$ cat src/rtl/uart_word_bridge.sv
// uart_word_bridge: word FIFO + byte serialiser toward the UART transmitter,
// and byte-to-word packer (with idle flush/discard) from the UART receiver.
module uart_word_bridge #(
  parameter int unsigned WORD_BYTES     = 4,
  parameter int unsigned FIFO_DEPTH     = 8,
  parameter bit          MSB_FIRST      = 1'b1,
  parameter bit          RX_PAD_PARTIAL = 1'b1
) (
  input  logic                          sys_clk,
  input  logic                          rst_n,
  input  logic [8*WORD_BYTES-1:0]       tx_word,
  input  logic                          tx_word_valid,
  output logic                          tx_word_ready,
  output logic [$clog2(FIFO_DEPTH):0]   tx_fifo_level,
  output logic [7:0]                    tx_data,
  output logic                          tx_data_valid,
  input  logic                          tx_data_ready,
  output logic                          tx_busy,
  input  logic [7:0]                    rx_data,
  input  logic                          rx_data_valid,
  input  logic                          rx_frame_idle,
  output logic [8*WORD_BYTES-1:0]       rx_word,
  output logic                          rx_word_valid,
  output logic [3:0]                    rx_word_bytes,
  output logic                          rx_word_partial,
  output logic                          rx_discard
);

  localparam int unsigned W   = 8 * WORD_BYTES;
  localparam int unsigned AW  = $clog2(FIFO_DEPTH);
  localparam int unsigned BIW = (WORD_BYTES > 1) ? $clog2(WORD_BYTES) : 1;
  localparam logic [BIW-1:0] LAST_IDX = BIW'(WORD_BYTES - 1);
  localparam logic [AW:0]    DEPTH    = (AW + 1)'(FIFO_DEPTH);

  typedef enum logic [1:0] {
    S_IDLE = 2'd0,
    S_LOAD = 2'd1,
    S_SEND = 2'd2
  } ser_state_e;

  ser_state_e     state_q, state_d;
  logic [W-1:0]   fifo_mem [FIFO_DEPTH];
  logic [AW-1:0]  wr_ptr, rd_ptr;
  logic [AW:0]    level_d;
  logic [W-1:0]   shreg;
  logic [BIW-1:0] byte_idx;
  logic           push, pop_c, adv_c, hs, last_byte, fifo_ne;

  assign push      = tx_word_valid && tx_word_ready;
  assign fifo_ne   = (tx_fifo_level != '0);
  assign hs        = tx_data_valid && tx_data_ready;
  assign last_byte = (byte_idx == LAST_IDX);
  assign tx_data   = (MSB_FIRST != 1'b0) ? shreg[W-1 -: 8] : shreg[7:0];

  // FIFO occupancy after this cycle's push/pop
  always_comb begin
    level_d = tx_fifo_level;
    if (push && !pop_c) begin
      level_d = tx_fifo_level + 1'b1;
    end else if (!push && pop_c) begin
      level_d = tx_fifo_level - 1'b1;
    end
  end

  // FIFO storage, no reset needed on the data array
  always_ff @(posedge sys_clk) begin
    if (push) begin
      fifo_mem[wr_ptr] <= tx_word;
    end
  end

  // FIFO pointers, level and registered status flags
  always_ff @(posedge sys_clk or negedge rst_n) begin
    if (!rst_n) begin
      wr_ptr        <= '0;
      rd_ptr        <= '0;
      tx_fifo_level <= '0;
      tx_word_ready <= 1'b1;
      tx_busy       <= 1'b0;
      tx_data_valid <= 1'b0;
    end else begin
      if (push)  wr_ptr <= wr_ptr + 1'b1;
      if (pop_c) rd_ptr <= rd_ptr + 1'b1;
      tx_fifo_level <= level_d;
      tx_word_ready <= (level_d < DEPTH);
      tx_busy       <= (level_d != '0) || (state_d != S_IDLE);
      tx_data_valid <= (state_d == S_SEND);
    end
  end

  // Serialiser state register
  always_ff @(posedge sys_clk or negedge rst_n) begin
    if (!rst_n) begin
      state_q <= S_IDLE;
    end else begin
      state_q <= state_d;
    end
  end

  // Serialiser next state
  always_comb begin
    state_d = state_q;
    case (state_q)
      S_IDLE:  if (fifo_ne) state_d = S_LOAD;
      S_LOAD:  state_d = S_SEND;
      S_SEND:  if (hs && last_byte && !fifo_ne) state_d = S_IDLE;
      default: state_d = S_IDLE;
    endcase
  end

  // Serialiser controls: pop on load or on a back-to-back reload, else advance
  always_comb begin
    pop_c = 1'b0;
    adv_c = 1'b0;
    case (state_q)
      S_LOAD: pop_c = 1'b1;
      S_SEND: begin
        if (hs) begin
          if (!last_byte)   adv_c = 1'b1;
          else if (fifo_ne) pop_c = 1'b1;
        end
      end
      default: ;
    endcase
  end

  // Shift register: the outgoing byte always sits in the leading lane
  always_ff @(posedge sys_clk or negedge rst_n) begin
    if (!rst_n) begin
      shreg    <= '0;
      byte_idx <= '0;
    end else if (pop_c) begin
      shreg    <= fifo_mem[rd_ptr];
      byte_idx <= '0;
    end else if (adv_c) begin
      shreg    <= (MSB_FIRST != 1'b0) ? (shreg << 8) : (shreg >> 8);
      byte_idx <= byte_idx + 1'b1;
    end
  end

  logic [BIW-1:0] rx_idx_q, rx_idx_d, lane;
  logic [W-1:0]   asm_q, asm_d, emit_word;
  logic [3:0]     emit_bytes;
  logic           emit_c, emit_partial, discard_c, full_c;

  // RX packing: byte first, then the idle rule applied to the result
  always_comb begin
    rx_idx_d     = rx_idx_q;
    asm_d        = asm_q;
    emit_c       = 1'b0;
    emit_word    = asm_q;
    emit_bytes   = '0;
    emit_partial = 1'b0;
    discard_c    = 1'b0;
    full_c       = 1'b0;
    lane         = (MSB_FIRST != 1'b0) ? (LAST_IDX - rx_idx_q) : rx_idx_q;
    if (rx_data_valid) begin
      asm_d[{lane, 3'b000} +: 8] = rx_data;
      if (rx_idx_q == LAST_IDX) begin
        emit_c     = 1'b1;
        full_c     = 1'b1;
        emit_word  = asm_d;
        emit_bytes = 4'(WORD_BYTES);
        rx_idx_d   = '0;
        asm_d      = '0;
      end else begin
        rx_idx_d = rx_idx_q + 1'b1;
      end
    end
    if (rx_frame_idle && !full_c && (rx_idx_d != '0)) begin
      if (RX_PAD_PARTIAL != 1'b0) begin
        emit_c       = 1'b1;
        emit_word    = asm_d;
        emit_bytes   = 4'(rx_idx_d);
        emit_partial = 1'b1;
      end else begin
        discard_c = 1'b1;
      end
      rx_idx_d = '0;
      asm_d    = '0;
    end
  end

  // RX assembly state and held word outputs
  always_ff @(posedge sys_clk or negedge rst_n) begin
    if (!rst_n) begin
      rx_idx_q        <= '0;
      asm_q           <= '0;
      rx_word         <= '0;
      rx_word_valid   <= 1'b0;
      rx_word_bytes   <= '0;
      rx_word_partial <= 1'b0;
      rx_discard      <= 1'b0;
    end else begin
      rx_idx_q      <= rx_idx_d;
      asm_q         <= asm_d;
      rx_word_valid <= emit_c;
      rx_discard    <= discard_c;
      if (emit_c) begin
        rx_word         <= emit_word;
        rx_word_bytes   <= emit_bytes;
        rx_word_partial <= emit_partial;
      end
    end
  end

endmodule

$ cat config.mk
export PLATFORM = sky130hd
export DESIGN_NAME = uart_word_bridge
export DESIGN_NICKNAME = d
export VERILOG_FILES = /design/src/rtl/uart_word_bridge.sv
export SDC_FILE = /design/constraint.sdc
export NUM_CORES = 1
export LEC_CHECK = 0
export CORE_MARGIN = 4
export CORE_UTILIZATION = 45
export DETAILED_ROUTE_END_ITERATION = 7
export SLEW_MARGIN = 10
export SYNTH_ARGS = -nofsm -noshare
export SYNTH_HDL_FRONTEND = slang
export SYNTH_SLANG_ARGS = --single-unit
$ cat constraint.sdc
create_clock -name sys_clk -period 6.5 [get_ports sys_clk]
set_input_delay 0.975 -clock sys_clk [delete_from_list [all_inputs] [get_ports sys_clk]]
set_output_delay 0.975 -clock sys_clk [all_outputs]
set_load 0.02 [all_outputs]
* Word-level counts from Yosys, hierarchy flattened
Memories as Yosys holds them, arrays and structs flattened.
Cells that the tools add are included.
** Word-level totals
- RAM bits :: 256
- Word-level logic and storage cells :: 86
- Output and inout bits :: 54
- Memories :: 1
- Bits in registers :: 121
** Memories
- fifo_mem :: depth 8, bits a word 32, rd ports 1, clocked after Yosys merged registers in 0, wr ports 1, RTL line 42 : logic [W-1:0] fifo_mem [FIFO_DEPTH];
** Cells by class
- Equal/unequal tests :: 5
- $lt $le $gt $ge :: 1
- Add/subtract/negate cells :: 8
- Shift operators :: 2
- Muxes and demuxes :: 35
- Reduce and logical (&&, ||, !) cells :: 19
** Operators by type and width (count)
- $mux 32 :: 8
- $bwmux 32 :: 1
- $shift 8x7->32 const A :: 1
- $shiftx 8x7->32 :: 1
- $mux 2 :: 7
- $mux 1 :: 12
- $mux 4 :: 3
- $eq 2x2->1 const B :: 4
- $logic_and 1x1->1 :: 8
- $reduce_bool 4->1 :: 2
- $neg 5->7 :: 1
- $add 3x1->3 const B :: 2
- $mux 3 :: 2
- $pmux 2 s3 :: 1
- $reduce_bool 2->1 :: 3
- $add 2x1->2 const B :: 2
- $add 4x1->4 const B :: 1
- $logic_not 1->1 :: 4
- $lt 4x4->1 const B :: 1
- $sub 4x1->4 const B :: 1
- $eq 2x1->1 const B :: 1
- $logic_not 2->1 :: 1
- $pmux 1 s2 :: 1
- $sub 2x2->2 const A :: 1
- $logic_or 1x1->1 :: 1

* Depth between registers and ports, before layout
- Depth in word-level cells :: 10
- Mapped depth :: 11

* Worst setup path after synthesis
No wires, ideal clock.
- Path kind :: input to register
- Start :: input port tx_word_valid
- End :: memory fifo_mem[0][0] in the netlist's numbering, enable pin
- Required time :: 5998 ps
- Setup slack :: 1757 ps
- Arrival time :: 4241 ps
- Cell stages on the path :: 2
- Path buffers :: 0
- Library setup time :: 502 ps
- Cell sequence :: nand2_1 > nor4_1
** Between the ends
- Longest elaborated chain between the ends :: 3
** RTL lines
- start: declaration :: RTL line 12 : input logic tx_word_valid,
- $logic_and 1x1->1 :: RTL line 49 : assign push = tx_word_valid && tx_word_ready;
- $mux 1 :: RTL line 67 : if (push) begin
- $mux 1 (implied by the code) :: RTL line 68 : fifo_mem[wr_ptr] <= tx_word;
- end: declaration :: RTL line 42
No other way between the ends.

* Worst setup path after layout
- Start :: input port rx_data_valid
- End :: register rx_word[12]
** Between the ends
- Longest elaborated chain between the ends :: 5
- Elaborated cells on any way between the ends :: 10
- Classes of those cells :: 6 x mux; 4 x reduce/logical
** RTL lines
- start: declaration :: RTL line 20 : input logic rx_data_valid,
- $mux 1 :: RTL line 157 : if (rx_data_valid) begin
- $logic_not 1->1 :: RTL line 170 : if (rx_frame_idle && !full_c && (rx_idx_d != '0)) begin
- $logic_and 1x1->1 (2 in a row) :: RTL line 170
- $mux 32 / $mux 1 (equally long branches) :: RTL line 170
- end signal: assignment :: RTL line 200 : rx_word <= emit_word;
- end: declaration :: RTL line 22 : output logic [8*WORD_BYTES-1:0] rx_word,
Several ways; a longest one is shown, not always the timed one.
A chain may end at the register's enable or synchronous reset.

==> impl_results.md <==
- Horiz. Die Dim: 193 um
- Core ar.: 33,700 um2
- Vias per cell: 5.53
- Post-cts sizing count: 0
- Crit path DAT: 3.82 ns
- Ys Warns: 0
- Port bufs: 97
- Crit end category: flop
- Syn-to-layout area delta: 18.2%
- Buf/Inv on CP: 4
- Dpl cells: 1,483
- Worst r2r src: rx_idx_q[0]$_DFF_PN0_
- Slowest CP cell: o21ai_1
- Post-route insts no fill: 1,557
- Crit. Startpoint: rx_data_valid
- PD cells: 425 nW/um2
- Status: completed
- Num Clock Sinks: 376
- Hold path start: asm_q[2]$_DFF_PN0_
- Overflow after GRT: 0
- Total Die Area: 37,400 um2
- Layout cell share with drive strength beyond 1: 0.165
- Final hold viol count: 0
- GRT Util Overall: 0.173
- DP HPWL: 19.0 mm
- Pin count of the biggest net entering global routing: 83
- Share of flip-flops with an asynchronous set or reset: 0.319
- Post-synth top cells: edfxtp_1 (256), dfrtp_1 (119), nor2_1 (71), mux4_2 (64), a21oi_1 (45)
- CTS tree: done
- Most frequent cell after synthesis: edfxtp_1
- Worst VDD drop: 0.000217 V
- 1st-iter DRT viols: 556
- RePlAce Congestion: 0.777
- CP Max Fanout: 33
- Final setup margin: 3.14 ns
- Initial Util: 0.459
- Synth area leader: edfxtp_1
- Static Leakage: 0.00666 uW
- Period utilisation layout: 0.517
- Worst path cell trace: clkdlybuf4s50_1, buf_4, inv_2, o311a_1, buf_4, o21ai_1, o22ai_1, nor2_1
- Clk slew on worst S/H paths: 0.06 ns
- Initial antenna violation count: 1
- Crit-path leading delay family: compound AO/OA/AOI/OAI gates
- Number of diodes: 0
- TritonCTS buffer count: 41
- Hold Buf Count CTS: 0
- Main synth FF type: edfxtp_1
- Worst-Margin Slew: 1.08 ns
- Slew Viols, Final: 0
- # Post-CTS Setup Buffers: 0
- Post-synth top area share: 0.497
- CTS root buf: clkbuf_16
- Mapped Area: 15,500 um2
- #FFs+latches synth: 376
- Post-DRT Antenna Nets: 0
- Unique cell type count in the Yosys netlist: 60
- Detailed Routing Iterations Pass 1: 5
- MaxCap Viol Count: 0
- Dpl ws: 2.67 ns
- WL final: 32.8 mm
- IO Pins: 100
- WS Path Type: input pin to flop
- DR WL/cell: 21.1 um
- Max Clock Freq: 298 MHz
- Top cells by area, synth: edfxtp_1 (50%), dfrtp_1 (19%), mux4_2 (9.3%)
- Via count: 8,613
- Worst slew margin: 0.280
- H-tree Lvls: 2
- Synthesized area per cell: 15.7 um2
- Worst EP required: 6.96 ns
- Clk buf depth: 3
- Final nets: 1,138
- Unrepaired setup endpoints after global routing: no
- Worst min-delay path class: flop to flop
- Drt drc: 0
- Critical Path Max Stage Delay: 0.78 ns
- Site Rows: 67
- Number of fill cells: 2,758
- Skew-Pair Late Insertion Delay: 0.52 ns
- First-pass GRT wire length: 51.6 mm
- Fin Clk Skew: 0.0220 ns
- Number of setup violations in the final report: 0
- Core Util, Final: 0.542
- Min Tclk post-route: 3.36 ns
- Post-synth EDFFs: 256
- Setup slack, reg-to-reg: 3.33 ns
- Crit path launch type: input pin
- Die H: 193 um
- Number of global-route vias before repair: 8,755
- Most frequent cell on the critical path: buf_4
- Setup TNS: 0 ns
- Sequential share of the synthesized area: 0.692
- Syn Inst Count: 987
[sequential cells by signal, indices dropped and copies added, names as in the netlist, 2 cells and up]
signal and flops:
fifo_mem 256, shreg 32, rx_word 32, rx_word_bytes 3, wr_ptr 3, state_q 2, tx_fifo_level 4, byte_idx 2
rx_idx_q 2, asm_q 32, rd_ptr 3
[where the power goes]
group / internal, uW / total, uW / leakage [uW] / switching [uW]
Clock: 1420 / 2350 / 0.000660 / 925
Combinational: 987 / 2090 / 0.00218 / 1100
Sequential: 3000 / 3340 / 0.00382 / 338
[worst reg2reg max path, stage by stage (launching register included)]
cell     delay (ns)
dfrtp_1        0.65
ha_1           0.25
buf_4          0.37
nor2_1         0.20
o311a_1        0.34
buf_4          0.20
o21ai_1        0.78
o22ai_1        0.18
nor2_1         0.13
[cell families (layout without fill, tap and decap cells)]
group           Yosys count  after routing  share of synthesized area
compound gates          165            165                     0.0681
fa+ha+maj                16             16                     0.0127
other cells               1              2                   0.000243
simple gates            206            206                     0.0657
flops                   376            376                      0.692
buf+inv                 100            221                     0.0288
xor+xnor                  9              9                    0.00558
mux                     114            114                      0.127
[metal layers]
layer / global-route usage / vias up / wire, um
met3: 0.0271 / 44 / 1340
met2: 0.298 / 194 / 16500
met4: 0.0359 / 2 / 519
met1: 0.236 / 4422 / 14500
met5: 0 / - / 13
li1: - / 3951 / -
[placed cells by master, fill, tap and decap left out, drive strengths merged, types with 3 or more instances in the layout]
master	synthesis	layout
edfxtp	256	256
dfrtp	119	119
clkdlybuf4s50	0	96
nor2	72	72
mux4	64	64
clkbuf	27	46
a21oi	45	45
nand2	40	40
mux2i	38	38
o21ai	36	36
nor2b	32	32
inv	29	30
a211oi	25	25
buf	44	22
a22oi	19	19
nor3	19	19
nand3	16	16
clkinv	0	15
ha	14	14
o22ai	13	13
mux2	12	12
o221ai	9	9
and3	9	9
a22o	6	6
xnor2	6	6
bufinv	0	6
clkinvlp	0	6
a221oi	4	4
xor2	3	3
[final timing paths]
check / to / cells after the start
worst max register to register: rx_word[12]$_DFFE_PN0P_ / 8
min in group asynchronous: tx_data_valid$_DFF_PN0_ / 1
worst min-delay path: rx_word[2]$_DFFE_PN0P_ / 2
worst min register to register: rx_word[2]$_DFFE_PN0P_ / 2
max in group asynchronous: rd_ptr[0]$_DFFE_PN0N_ / 2
worst max-delay path: rx_word[12]$_DFFE_PN0P_ / 8
[per-stage QoR]
step | power (uW) | cell area [um2] | hold WS [ns]
2_1_floorplan | 4780 | 15500 | 0.451
3_3_place_gp | 5490 | 16900 | 0.468
3_5_place_dp | 5520 | 16900 | 0.471
4_1_cts | 7890 | 18300 | 0.488
5_1_grt | 8180 | 18300 | 0.502
6_report | 7770 | 18300 | 0.485
[layout make-up]
class                      count  area [um2]  share of cell area
inverter                      29         109             0.00596
clock buffer                  46        1070              0.0583
timing repair buffer         118        1130              0.0616
sequential                   376       10700               0.585
multi-input combinational    512        4400               0.241
tap                          448         561              0.0307
clock inverter                28         313              0.0171
(Power assumes the default switching activity.)
